===== src/rtl/fp_arith_seq_if.sv =====
// Start/busy/done handshake plus operand and result bundle for fp_arith_seq.
interface fp_arith_seq_if #(
    parameter int EXP_W = 8,
    parameter int MAN_W = 23
);
    localparam int W = 1 + EXP_W + MAN_W;

    logic         start;
    logic [1:0]   op;
    logic [W-1:0] a;
    logic [W-1:0] b;
    logic         busy;
    logic         done;
    logic [W-1:0] result;
    logic [3:0]   flags;

    modport master (output start, op, a, b, input busy, done, result, flags);
    modport slave  (input start, op, a, b, output busy, done, result, flags);
endinterface


===== src/rtl/fp_arith_seq.sv =====
// Sequenced IEEE-754 add/sub/mul with RNE rounding and flush-to-zero denormals.
module fp_arith_seq #(
    parameter int EXP_W = 8,
    parameter int MAN_W = 23,
    parameter int GRS_W = 3
) (
    input  logic          clk,
    input  logic          rst_n,
    fp_arith_seq_if.slave bus
);
    localparam int W     = 1 + EXP_W + MAN_W;
    localparam int SIG_W = MAN_W + GRS_W + 2;
    localparam int H     = MAN_W + GRS_W;
    localparam int N     = MAN_W + 1;
    localparam int EW    = EXP_W + 2;
    localparam int FOLD  = MAN_W - GRS_W;
    localparam int CNT_W = $clog2(N + 1);
    localparam logic signed [EW-1:0] BIAS = EW'((1 << (EXP_W - 1)) - 1);
    localparam logic signed [EW-1:0] EMAX = EW'((1 << EXP_W) - 1);
    localparam logic signed [EW-1:0] ONE  = EW'(1);
    localparam logic [W-2:0] INF  = {{EXP_W{1'b1}}, {MAN_W{1'b0}}};
    localparam logic [W-1:0] QNAN = {1'b0, {EXP_W{1'b1}}, 1'b1, {(MAN_W-1){1'b0}}};

    typedef enum logic [2:0] {IDLE, UNPACK, ALIGN, EXEC, NORM, ROUND, FINISH} state_t;
    state_t state_reg, state_next;

    logic [1:0]           op_reg;
    logic [W-1:0]         a_reg, b_reg;
    logic [EXP_W-1:0]     exp_a_reg, exp_b_reg;
    logic [SIG_W-1:0]     sig_a_reg, sig_b_reg, sig_reg;
    logic signed [EW-1:0] exp_reg;
    logic                 sign_reg, eff_sub_reg, zero_reg;
    logic                 special_reg, spec_inv_reg;
    logic [W-1:0]         spec_res_reg;
    logic [2*N:0]         prod_reg;
    logic [CNT_W-1:0]     cnt_reg;
    logic [W-1:0]         result_reg;
    logic [3:0]           flags_reg;

    logic [EXP_W-1:0] ea, eb;
    logic [MAN_W-1:0] fa, fb;
    logic sa, sb, sb_eff, is_mul;
    logic a_zero, b_zero, a_inf, b_inf, a_nan, b_nan;

    assign sa     = a_reg[W-1];
    assign sb     = b_reg[W-1];
    assign ea     = a_reg[W-2 -: EXP_W];
    assign eb     = b_reg[W-2 -: EXP_W];
    assign fa     = a_reg[MAN_W-1:0];
    assign fb     = b_reg[MAN_W-1:0];
    assign sb_eff = sb ^ op_reg[0];
    assign is_mul = (op_reg == 2'b10);
    assign a_zero = (ea == '0);
    assign b_zero = (eb == '0);
    assign a_inf  = (&ea) && (fa == '0);
    assign b_inf  = (&eb) && (fb == '0);
    assign a_nan  = (&ea) && (fa != '0);
    assign b_nan  = (&eb) && (fb != '0);

    // Operands that never reach the datapath: NaN/inf/zero/reserved op.
    logic special, spec_inv;
    logic [W-1:0] spec_res;
    always_comb begin
        special  = 1'b1;
        spec_inv = 1'b0;
        spec_res = '0;
        if (op_reg == 2'b11 || a_nan || b_nan) begin
            spec_inv = 1'b1;
            spec_res = QNAN;
        end else if (is_mul) begin
            if ((a_inf && b_zero) || (a_zero && b_inf)) begin
                spec_inv = 1'b1;
                spec_res = QNAN;
            end else if (a_inf || b_inf)   spec_res = {sa ^ sb, INF};
            else if (a_zero || b_zero)     spec_res = {sa ^ sb, {(W-1){1'b0}}};
            else                           special  = 1'b0;
        end else begin
            if (a_inf && b_inf && (sa != sb_eff)) begin
                spec_inv = 1'b1;
                spec_res = QNAN;
            end else if (a_inf)            spec_res = {sa, INF};
            else if (b_inf)                spec_res = {sb_eff, INF};
            else if (a_zero && b_zero)     spec_res = {sa & sb_eff, {(W-1){1'b0}}};
            else if (b_zero)               spec_res = a_reg;
            else if (a_zero)               spec_res = {sb_eff, b_reg[W-2:0]};
            else                           special  = 1'b0;
        end
    end

    logic                swap;
    logic [EXP_W-1:0]    e_big, e_diff;
    logic [SIG_W-1:0]    m_big, m_small, m_shift, lost_mask;
    always_comb begin
        swap      = {exp_b_reg, sig_b_reg} > {exp_a_reg, sig_a_reg};
        e_big     = swap ? exp_b_reg : exp_a_reg;
        e_diff    = swap ? (exp_b_reg - exp_a_reg) : (exp_a_reg - exp_b_reg);
        m_big     = swap ? sig_b_reg : sig_a_reg;
        m_small   = swap ? sig_a_reg : sig_b_reg;
        lost_mask = ~({SIG_W{1'b1}} << e_diff);
        m_shift   = (m_small >> e_diff) | {{(SIG_W-1){1'b0}}, |(m_small & lost_mask)};
    end

    // Shift-add multiplier: multiplier sits in the low half and is consumed LSB first.
    logic [N:0]       mul_upper;
    logic [2*N:0]     prod_step;
    logic [SIG_W-1:0] prod_fold;
    always_comb begin
        mul_upper = prod_reg[2*N:N] + (prod_reg[0] ? {1'b0, sig_a_reg[H:GRS_W]} : '0);
        prod_step = {mul_upper, prod_reg[N-1:0]} >> 1;
        prod_fold = {prod_step[2*N-1:FOLD+1], prod_step[FOLD] | (|prod_step[FOLD-1:0])};
    end

    logic                 g_bit, r_bit, s_bit, round_up;
    logic [N:0]           mant_up;
    logic [MAN_W-1:0]     frac_out;
    logic signed [EW-1:0] exp_out;
    logic [W-1:0]         round_res;
    logic [3:0]           round_flags;
    always_comb begin
        g_bit    = sig_reg[GRS_W-1];
        r_bit    = sig_reg[GRS_W-2];
        s_bit    = |sig_reg[GRS_W-3:0];
        round_up = g_bit && (r_bit || s_bit || sig_reg[GRS_W]);
        mant_up  = {1'b0, sig_reg[H:GRS_W]} + {{N{1'b0}}, round_up};
        frac_out = mant_up[N] ? mant_up[N-1:1] : mant_up[MAN_W-1:0];
        exp_out  = exp_reg + (mant_up[N] ? ONE : '0);
        if (special_reg) begin
            round_res   = spec_res_reg;
            round_flags = {spec_inv_reg, 3'b000};
        end else if (zero_reg) begin
            round_res   = '0;
            round_flags = 4'b0000;
        end else if (!exp_out[EW-1] && exp_out >= EMAX) begin
            round_res   = {sign_reg, INF};
            round_flags = 4'b0101;
        end else if (exp_out[EW-1] || exp_out == '0) begin
            round_res   = {sign_reg, {(W-1){1'b0}}};
            round_flags = 4'b0011;
        end else begin
            round_res   = {sign_reg, exp_out[EXP_W-1:0], frac_out};
            round_flags = {3'b000, g_bit | r_bit | s_bit};
        end
    end

    always_ff @(posedge clk) begin
        if (!rst_n) state_reg <= IDLE;
        else        state_reg <= state_next;
    end

    always_comb begin
        state_next = state_reg;
        case (state_reg)
            IDLE:    if (bus.start) state_next = UNPACK;
            UNPACK:  state_next = special ? ROUND : (is_mul ? EXEC : ALIGN);
            ALIGN:   state_next = EXEC;
            EXEC:    if (!is_mul || cnt_reg == CNT_W'(N - 1)) state_next = NORM;
            NORM:    if (sig_reg == '0 || sig_reg[SIG_W-1] || sig_reg[H] || sig_reg[H-1])
                         state_next = ROUND;
            ROUND:   state_next = FINISH;
            FINISH:  state_next = IDLE;
            default: state_next = IDLE;
        endcase
    end

    always_ff @(posedge clk) begin
        if (!rst_n) begin
            result_reg <= '0;
            flags_reg  <= '0;
        end else begin
            case (state_reg)
                IDLE: if (bus.start) begin
                    a_reg  <= bus.a;
                    b_reg  <= bus.b;
                    op_reg <= bus.op;
                end
                UNPACK: begin
                    special_reg  <= special;
                    spec_inv_reg <= spec_inv;
                    spec_res_reg <= spec_res;
                    zero_reg     <= 1'b0;
                    exp_a_reg    <= ea;
                    exp_b_reg    <= eb;
                    sig_a_reg    <= {2'b01, fa, {GRS_W{1'b0}}};
                    sig_b_reg    <= {2'b01, fb, {GRS_W{1'b0}}};
                    eff_sub_reg  <= sa ^ sb_eff;
                    sign_reg     <= sa ^ sb;
                    exp_reg      <= $signed({2'b00, ea}) + $signed({2'b00, eb}) - BIAS;
                    prod_reg     <= {{(N+1){1'b0}}, 1'b1, fb};
                    cnt_reg      <= '0;
                end
                ALIGN: begin
                    sign_reg  <= swap ? sb_eff : sa;
                    exp_reg   <= $signed({2'b00, e_big});
                    sig_a_reg <= m_big;
                    sig_b_reg <= m_shift;
                end
                EXEC: begin
                    if (is_mul) begin
                        prod_reg <= prod_step;
                        cnt_reg  <= cnt_reg + 1'b1;
                        sig_reg  <= prod_fold;
                    end else begin
                        sig_reg <= eff_sub_reg ? (sig_a_reg - sig_b_reg) : (sig_a_reg + sig_b_reg);
                    end
                end
                NORM: begin
                    if (sig_reg == '0) begin
                        zero_reg <= 1'b1;
                    end else if (sig_reg[SIG_W-1]) begin
                        sig_reg <= {1'b0, sig_reg[SIG_W-1:2], sig_reg[1] | sig_reg[0]};
                        exp_reg <= exp_reg + ONE;
                    end else if (!sig_reg[H]) begin
                        sig_reg <= sig_reg << 1;
                        exp_reg <= exp_reg - ONE;
                    end
                end
                ROUND: begin
                    result_reg <= round_res;
                    flags_reg  <= round_flags;
                end
                default: ;
            endcase
        end
    end

    assign bus.busy   = (state_reg != IDLE);
    assign bus.done   = (state_reg == FINISH);
    assign bus.result = result_reg;
    assign bus.flags  = flags_reg;
endmodule


===== src/flat_wrapper.sv =====
// flat-port wrapper written by rule: the top's interface ports become plain ports
module fp_arith_seq_flat 
#(
    parameter int EXP_W = 8,
    parameter int MAN_W = 23,
    parameter int GRS_W = 3
)
  (clk, rst_n, bus_start, bus_op, bus_a, bus_b, bus_busy, bus_done, bus_result, bus_flags);
  fp_arith_seq_if #(.EXP_W(EXP_W), .MAN_W(MAN_W)) bus_i ();
  input  logic clk;
  input  logic rst_n;
  input wire logic [$bits(bus_i.start)-1:0] bus_start;
  input wire logic [$bits(bus_i.op)-1:0] bus_op;
  input wire logic [$bits(bus_i.a)-1:0] bus_a;
  input wire logic [$bits(bus_i.b)-1:0] bus_b;
  output wire logic [$bits(bus_i.busy)-1:0] bus_busy;
  output wire logic [$bits(bus_i.done)-1:0] bus_done;
  output wire logic [$bits(bus_i.result)-1:0] bus_result;
  output wire logic [$bits(bus_i.flags)-1:0] bus_flags;
  assign bus_i.start = bus_start;
  assign bus_i.op = bus_op;
  assign bus_i.a = bus_a;
  assign bus_i.b = bus_b;
  assign bus_busy = bus_i.busy;
  assign bus_done = bus_i.done;
  assign bus_result = bus_i.result;
  assign bus_flags = bus_i.flags;
  fp_arith_seq #(.EXP_W(EXP_W), .MAN_W(MAN_W), .GRS_W(GRS_W)) u_core (.clk(clk), .rst_n(rst_n), .bus(bus_i));
endmodule

===== config.mk =====
export PLATFORM = sky130hd
export DESIGN_NAME = fp_arith_seq_flat
export DESIGN_NICKNAME = d
export VERILOG_FILES = /design/src/rtl/fp_arith_seq_if.sv /design/src/rtl/fp_arith_seq.sv /design/src/flat_wrapper.sv
export SDC_FILE = /design/constraint.sdc
export NUM_CORES = 1
export LEC_CHECK = 0
export ABC_AREA = 1
export BUFFER_PORTS_ARGS = -buffer_cell sky130_fd_sc_hd__buf_2
export CORE_MARGIN = 2
export CORE_UTILIZATION = 55
export CTS_CLUSTER_SIZE = 20
export DETAILED_ROUTE_END_ITERATION = 8
export GPL_TIMING_DRIVEN = 0
export MAX_ROUTING_LAYER = met4
export PLACE_DENSITY = 0.8
export RECOVER_POWER = 25
export SLEW_MARGIN = 20
export SYNTH_ARGS = -nofsm -noshare
export SYNTH_HDL_FRONTEND = slang
export SYNTH_SLANG_ARGS = --single-unit

===== constraint.sdc =====
create_clock -name clk -period 7 [get_ports clk]
set_input_delay 0.7 -clock clk [delete_from_list [all_inputs] [get_ports clk]]
set_output_delay 0.7 -clock clk [all_outputs]
set_load 0.005 [all_outputs]

==> results of run 1 <==
==> per-stage QoR <==
stage	area, um^2	power, mW
final	24100	7.206
after global routing	24100	7.545
after CTS	24180	7.127
after detailed placement	22850	5.030
after global placement	22540	4.959
after floorplan	21360	4.152
==> worst paths after layout <==
path	end
min	u_core.a_reg[5]$_DFFE_PP_
max reg2reg	u_core.bus.result[17]$_SDFFE_PN0P_
max	u_core.bus.result[17]$_SDFFE_PN0P_
min reg2reg	u_core.bus.flags[1]$_SDFFE_PN0P_
==> placed cells by master, fill, tap and decap left out, types with 5 or more instances in the layout <==
cell       synthesis  layout
a31oi_1           20      20
clkinv_2           0       5
nand2_2            7       7
a21o_1            12      12
fa_1               6       6
xnor2_1           25      25
o21bai_1           7       7
bufinv_16          0       7
inv_2             11      11
buf_16             0       5
clkbuf_16          0      39
nand3b_1           5       5
a21oi_1          194     192
nor3_1            35      32
o21ai_0          250     250
nand2_1          669     669
o22ai_1           17      17
edfxtp_1         266     266
buf_4              5       8
buf_2             11      94
o211ai_1          11      11
ha_1             117     117
clkinv_1           2       5
nand4_1           24      24
o21ai_1           40      40
inv_1            314     314
nor2_1           200     200
nand3_1          167     167
buf_6              7       8
clkbuf_1          70      97
o221ai_1          13      13
a22oi_1            9       9
or2_2             21      21
o21ai_2           13      13
nor4_1            23      23
buf_1             10      10
dfxtp_1           39      39
nor2_4             5       5
a221oi_1          11      11
xor2_1            68      68
==> per-layer routing <==
layer | up-vias | global-route usage
met5 | - | -
met4 | 0 | 0.1759
met3 | 234 | 0.07792
met2 | 1266 | 0.5723
met1 | 9657 | 0.4886
li1 | 9673 | -
==> cells by family (layout without fill, tap and decap cells) <==
logic type,after synthesis,in the layout,synth area share
simple gates,1177,1177,0.2347
flops,305,305,0.4105
fa+ha+maj,123,123,0.07416
buf+inv,431,616,0.08025
compound gates,618,618,0.1618
mux,1,1,0.0004686
xor+xnor,93,93,0.03813
other cells,0,1,0
==> worst max-delay path, delay by kind of cell (launching register included) <==
kind                     cells  cell delay (ns)
AND/OR/NAND/NOR             19             3.41
adder cells (fa/ha/maj)      2             0.42
buffers and inverters        3             0.51
flip-flops                   1             0.42
XOR/XNOR                     1             0.38
AO/OA/AOI/OAI                2             0.46
==> power by group through the flow <==
stage	Sequential, mW	Clock (mW)	Combinational [mW]
floorplan	2.37	0	1.78
global placement	2.46	0	2.50
detailed placement	2.44	0	2.59
CTS	2.40	2.11	2.61
global route	2.42	2.18	2.94
finish	2.42	2.11	2.68
==> area by class of cell <==
| cell class | count | area share |
|---|---|---|
| Clock buffer | 44 | 0.04215 |
| Clock inverter | 23 | 0.01329 |
| Buffer | 104 | 0.02019 |
| Tap cell | 518 | 0.02689 |
| Inverter | 327 | 0.05093 |
| Multi-Input combinational cell | 2012 | 0.4536 |
| Sequential cell | 305 | 0.3638 |
| Timing Repair Buffer | 118 | 0.02907 |
| Antenna cell | 1 | 0.0001038 |
==> impl_summary.log, run 1 <==
[metrics] largest vdd supply drop: about 0.22 mV
[metrics] met3 wire length: approximately 8.6 mm
[metrics] Met1 Wirelength: roughly 29 mm
[metrics] critical path's most frequent cell: nor2_1
[metrics] number of detailed-route iterations in the first pass: 8
[metrics] cells taking the most area after synthesis: edfxtp_1, nand2_1, ha_1
[metrics] number of hold violations in the final report: 0
[metrics] Net Sw Frac: 0.3922
[metrics] Hold Crit Depth: 1
[metrics] standard-cell rows: slightly above 70
[metrics] required time at the worst-slack endpoint: between 7 and 8 ns
[metrics] overall die height: a little over 200 um
[metrics] max-slew violation count: 16
[metrics] Worst Setup Slack, final: around 1.3 ns
[metrics] leakage power of the design: 10.58 nW
[metrics] proportion of register bits with asynchronous set or reset after synthesis: 0
[metrics] Final Hold Slack: 0.3140 ns
[metrics] total global-route track usage: 0.3783
[metrics] final-report setup violation count: 0
[metrics] crit path max-delay cell type: edfxtp_1
[metrics] remaining antenna violation count: 0
[metrics] Synth Register Bits: slightly above 300
[metrics] clock tree from TritonCTS: yes
[metrics] drt first-iter violations: about 2500
[metrics] Net count, final: between 3000 and 4000
[metrics] footprint of the multi-input gates: 0.01093 mm^2
[metrics] maximum number of pins on one net before global-route repair: 28
[metrics] cell depth of the worst flop-to-flop path: 27
[metrics] leading area contributor after synthesis: edfxtp_1
[metrics] launch point of the worst path: u_core.sig_reg[2]$_DFFE_PP_
[metrics] starting utilization of the core area: 0.5553
[metrics] synthesized cell area: between 0.02 and 0.025 mm^2
[metrics] via total after detailed routing: approximately 21000
[metrics] stage delay of the slowest cell on the critical path: around 0.42 ns
[metrics] part of the cycle the worst path needs: 0.8106
[metrics] combinational group share of total power: 0.373
[metrics] width of the die: around 200 um
[metrics] share of layout cells above drive strength 1: 0.08762
[metrics] Mapped Cells: 2748
[metrics] Maximum Capacitance Violations: 2
[metrics] count of buffers from port buffering: approximately 110
[metrics] placer congestion estimate: 1.100
[metrics] maximum fanout along the worst path: 8
[metrics] first-pass GRT wire length: approximately 110 mm
[metrics] CP Data Arrival Time: just over 6 ns
[metrics] highest clock rate: 176.2 MHz
[metrics] filler cell count in the final layout: 3350
[metrics] core region area: 0.03847 mm^2
[metrics] setup repair after global routing missed its margin: false
[metrics] sequential fraction of the synthesis area: 0.4105
[metrics] Int Pwr: approximately 4.4 mW
[metrics] number of synthesis warnings: 0
[metrics] growth of design area from synthesis to finish: 12.83%
[metrics] leading post-synthesis cells by instance count: nand2_1, inv_1, edfxtp_1, o21ai_0, nor2_1
[metrics] highest metal layer with signal wires: met4
[metrics] CTS Root Buffer Type: clkbuf_16
[metrics] Setup TNS Final: 0 ns
[metrics] kind of path behind the tightest hold check: input port to flip-flop
[metrics] Overflow after GRT: 0
[metrics] Avg Vias per Cell: about 6.0
[metrics] antenna violations before repair: 1
[metrics] violations in the final reports: max-capacitance violations, max-slew violations
[metrics] clock latency on the worst-skew pair: ~0.56 ns
[metrics] post-DR wirelength/cell: 21.63 um
[metrics] switching power total: 2.826 mW
[metrics] Die Outline Area: 0.04043 mm^2
[metrics] Synth Flop Type: edfxtp_1
[metrics] final cell utilization of the core: 0.6266
[metrics] number of instances resized during post-cts repair: 0
[metrics] number of enable-type register cells in the synthesized netlist: 266
[metrics] worst-case headroom to the max-slew limit: -0.1098
[metrics] sum of net half-perimeters after detailed placement: ~59 mm
[metrics] slew at the pin closest to its max-slew limit: around 1.7 ns
[metrics] critical path class: flip-flop to flip-flop
[metrics] Distinct cells, synth: 59
[metrics] most common cell in the netlist: nand2_1
[metrics] clock network fraction of total power: 0.292
[metrics] detailed route wirelength on metal2: about 33 mm
[metrics] Post-Syn Nets: slightly below 3000
[metrics] critical path endpoint category: flip-flop
[metrics] CTS buffer count: 37
[metrics] vias in the first global route: roughly 20000
[metrics] Worst-path clk slew: 0.06 ns
[metrics] Worst Min Path Start: bus_a[5]
[metrics] setup fix buffers added after clock tree synthesis: 0
[metrics] hold bufs inserted after CTS: 0
[metrics] outcome: complete, but fails checks
[metrics] post-route minimum period: about 5.7 ns
[metrics] power density normalized to cell area: between 200 and 300 mW/mm^2
[metrics] startpoint of the most critical register-to-register path: u_core.sig_reg[2]$_DFFE_PP_
[metrics] Post-route DRC: 0
[metrics] clock skew after layout: ~0.028 ns
[metrics] share of the synthesized area in the top cell type: 0.3739
[metrics] detailed-route wire length: about 75 mm
[metrics] number of cells in the design after placement: roughly 3400
[metrics] Post-Layout Cell Count: 3452
[metrics] Reg power frac: 0.335
[metrics] Placement Setup Slack: roughly 1.4 ns
[metrics] Top-Level Pins: approximately 110
[metrics] maximum level of the CTS H-tree: 2
[metrics] Max Root-Sink Buffers: 3
[metrics] number of flip-flops under the largest register name: 48
[metrics] startpoint type of the worst setup path: flip-flop
[metrics] Syn Area/Cell: around 8 um^2
[metrics] internal reg-to-reg setup slack: between 1 and 1.5 ns
[metrics] sink count of the clock tree: 305
[metrics] footprint of the flip-flops and latches: roughly 0.0088 mm^2
Note: power is estimated with default switching activity, not from simulation.
==> run 2: changes to the inputs <==
clock period = 5.75 ns   (was 7 ns; I/O delays follow)
==> impl_summary.log, run 2 (same netlist as run 1, synthesis figures left out) <==
[metrics] total global-route track usage: 0.3783 (unchanged)
[metrics] worst-case headroom to the max-slew limit: -0.09684 (+0.01299)
[metrics] Setup TNS Final: 0 ns (unchanged)
[metrics] number of flip-flops under the largest register name: 48 (unchanged)
[metrics] antenna violations before repair: 1 (unchanged)
[metrics] filler cell count in the final layout: 3337 (-0.39%)
[metrics] cell depth of the worst flop-to-flop path: 28 (+3.7%)
[metrics] maximum level of the CTS H-tree: 2 (unchanged)
[metrics] core region area: 0.03847 mm^2 (unchanged)
[metrics] detailed-route wire length: 74.71 mm (about the same)
[metrics] Post-Place Cell Area: 0.02285 mm^2 (unchanged)
[metrics] sum of net half-perimeters after detailed placement: 59.47 mm (unchanged)
[metrics] CTS buffer count: 37 (unchanged)
[metrics] drt first-iter violations: 2588 (+4.9%)
[metrics] clock latency on the worst-skew pair: 0.56 ns (about the same)
[metrics] violations in the final reports: max-capacitance violations, max-slew violations
[metrics] vias in the first global route: 19780 (unchanged)
[metrics] number of cells in the design after placement: 3384 (unchanged)
[metrics] final-report setup violation count: 0 (unchanged)
[metrics] share of layout cells above drive strength 1: 0.09060 (+0.002976)
[metrics] placer congestion estimate: 1.100 (unchanged)
[metrics] Hold Crit Depth: 1 (unchanged)
[metrics] Die Outline Area: 0.04043 mm^2 (unchanged)
[metrics] critical path endpoint category: flip-flop
[metrics] post-DR wirelength/cell: 21.61 um (about the same)
[metrics] highest clock rate: 192.7 MHz (+9.3%)
[metrics] starting utilization of the core area: 0.5553 (unchanged)
[metrics] Worst Setup Slack, final: 0.5596 ns (-0.7665 ns)
[metrics] standard-cell rows: 72 (unchanged)
[metrics] Placement Setup Slack: 0.1981 ns (-1.250 ns)
[metrics] post-route minimum period: 5.190 ns (-0.4835 ns)
[metrics] Worst-path clk slew: 0.06 ns (about the same)
[metrics] clock tree from TritonCTS: yes
[metrics] first-pass GRT wire length: 113.3 mm (unchanged)
[metrics] kind of path behind the tightest hold check: input port to flip-flop
[metrics] via total after detailed routing: 20940 (+0.54%)
[metrics] launch point of the worst path: u_core.sig_reg[2]$_DFFE_PP_
[metrics] highest-count cells in the layout ignoring fill and taps: nand2_1, inv_1, edfxtp_1, o21ai_0, nor2_1
[metrics] required time at the worst-slack endpoint: 6.24 ns (-1.25 ns)
[metrics] summed area of non-filler cells in the final layout: 0.02417 mm^2 (+0.29%)
[metrics] overall die height: 201.1 um (unchanged)
[metrics] max-slew violation count: 16 (unchanged)
[metrics] Post-route DRC: 0 (unchanged)
[metrics] Post-Layout Cell Count: 3457 (+0.14%)
[metrics] leakage power of the design: 10.60 nW (+0.24%)
[metrics] slew at the pin closest to its max-slew limit: 1.639 ns (-0.01942 ns)
[metrics] number of hold violations in the final report: 0 (unchanged)
[metrics] Crit path buffers/inverters: 4 (+1)
[metrics] startpoint type of the worst setup path: flip-flop
[metrics] internal reg-to-reg setup slack: 0.56 ns (-0.77 ns)
[metrics] Overflow after GRT: 0 (unchanged)
[metrics] Maximum Capacitance Violations: 2 (unchanged)
[metrics] CTS Root Buffer Type: clkbuf_16
[metrics] largest vdd supply drop: 0.2716 mV (+22%)
[metrics] cell family with the largest share of critical-path delay: simple AND/OR/NAND/NOR gates
[metrics] crit path max-delay cell type: edfxtp_1
[metrics] stage delay of the slowest cell on the critical path: 0.42 ns (about the same)
[metrics] most common cell after layout, fill and taps aside: nand2_1
[metrics] part of the cycle the worst path needs: 0.9027 (+0.09212)
[metrics] Max Root-Sink Buffers: 3 (unchanged)
[metrics] number of detailed-route iterations in the first pass: 8 (unchanged)
[metrics] total number of cells along the worst setup path: 28 (+3.7%)
[metrics] clock skew after layout: 0.02644 ns (-0.001856 ns)
[metrics] Avg Vias per Cell: 6.058 (+0.40%)
[metrics] worst flop-to-flop path endpoint: u_core.bus.result[22]$_SDFFE_PN0P_
[metrics] startpoint of the most critical register-to-register path: u_core.sig_reg[2]$_DFFE_PP_
[metrics] power density normalized to cell area: 363.5 mW/mm^2 (+22%)
[metrics] sink count of the clock tree: 305 (unchanged)
[metrics] Top-Level Pins: 107 (unchanged)
[metrics] maximum fanout along the worst path: 10 (+2)
[metrics] growth of design area from synthesis to finish: 13.16%
[metrics] width of the die: 201.1 um (unchanged)
[metrics] count of buffers from port buffering: 106 (unchanged)
[metrics] critical path's most frequent cell: nand2_1
[metrics] Net count, final: 3100 (+0.097%)
[metrics] maximum number of pins on one net before global-route repair: 28 (unchanged)
[metrics] Critical path destination: u_core.bus.result[22]$_SDFFE_PN0P_
[metrics] critical path class: flip-flop to flip-flop
[metrics] outcome: complete, but fails checks
[metrics] CP Data Arrival Time: 5.68 ns (-0.48 ns)
[metrics] remaining antenna violation count: 0 (unchanged)
run 2: changes by cell type in the layout (fill, tap and decap cells not counted):
cell | before | now
clkbuf_1 | 97 | 95
diode_2 | 1 | 3
nor2_2 | 4 | 5
nor2_4 | 5 | 6
buf_4 | 8 | 11
inv_1 | 314 | 313
inv_2 | 11 | 12
buf_16 | 5 | 6
xor2_1 | 68 | 67
buf_2 | 94 | 95
xor2_2 | 0 | 1
nor2_1 | 200 | 198
run 2: worst min path at each step:
stage                                     start                                to  slack [ns]
2_1_floorplan  u_core.bus.flags[0]$_SDFFE_PN0P_  u_core.bus.flags[0]$_SDFFE_PN0P_        0.46
3_3_place_gp   u_core.bus.flags[1]$_SDFFE_PN0P_  u_core.bus.flags[1]$_SDFFE_PN0P_        0.45
3_5_place_dp   u_core.bus.flags[1]$_SDFFE_PN0P_  u_core.bus.flags[1]$_SDFFE_PN0P_        0.46
4_1_cts                                bus_a[5]         u_core.a_reg[5]$_DFFE_PP_        0.18
5_1_grt                               bus_b[31]        u_core.b_reg[31]$_DFFE_PP_        0.18
6_report                               bus_a[5]         u_core.a_reg[5]$_DFFE_PP_        0.19
run 2: layer usage:
layer  track usage  up-vias  share of wire
met4        0.1759        0          0.053
met3       0.07792      230           0.11
met2        0.5723     1282           0.44
met5             -        -              0
met1        0.4886     9740           0.39
li1              -     9691              -
run 2: timing repair:
action | 4_1_cts | 5_1_grt
hold buffers | 0 | 0
endpoints found under the setup margin | 0 | 22
gates resized for setup | 0 | 5
buffers inserted | 0 | 3
run 2: cell type report:
class / instances / area, um^2 / share of cell area
Multi-Input combinational cell: 2012 / 10950 / 0.4530
Sequential cell: 305 / 8768 / 0.3628
Inverter: 327 / 1227 / 0.05078
Clock buffer: 44 / 1016 / 0.04203
Timing Repair Buffer: 121 / 748.2 / 0.03095
Tap cell: 518 / 648.1 / 0.02681
Buffer: 104 / 486.7 / 0.02014
Clock inverter: 23 / 320.3 / 0.01325
Antenna cell: 3 / 7.507 / 0.0003106
run 2: report_power, final:
part	internal, mW	leakage, nW	switching, mW
combinational	1.03	7.17	2.25
sequential	2.72	2.77	0.217
clock	1.59	0.658	0.977
run 2: through the flow:
stage               total power, mW    util  hold WS (ns)
finish                        8.786  0.6284        0.1871
detailed placement            6.124  0.5939        0.4559
floorplan                     5.054       -        0.4618
global route                  9.194  0.6283        0.1784
global placement              6.037  0.5859        0.4513
CTS                           8.676  0.6287        0.1751
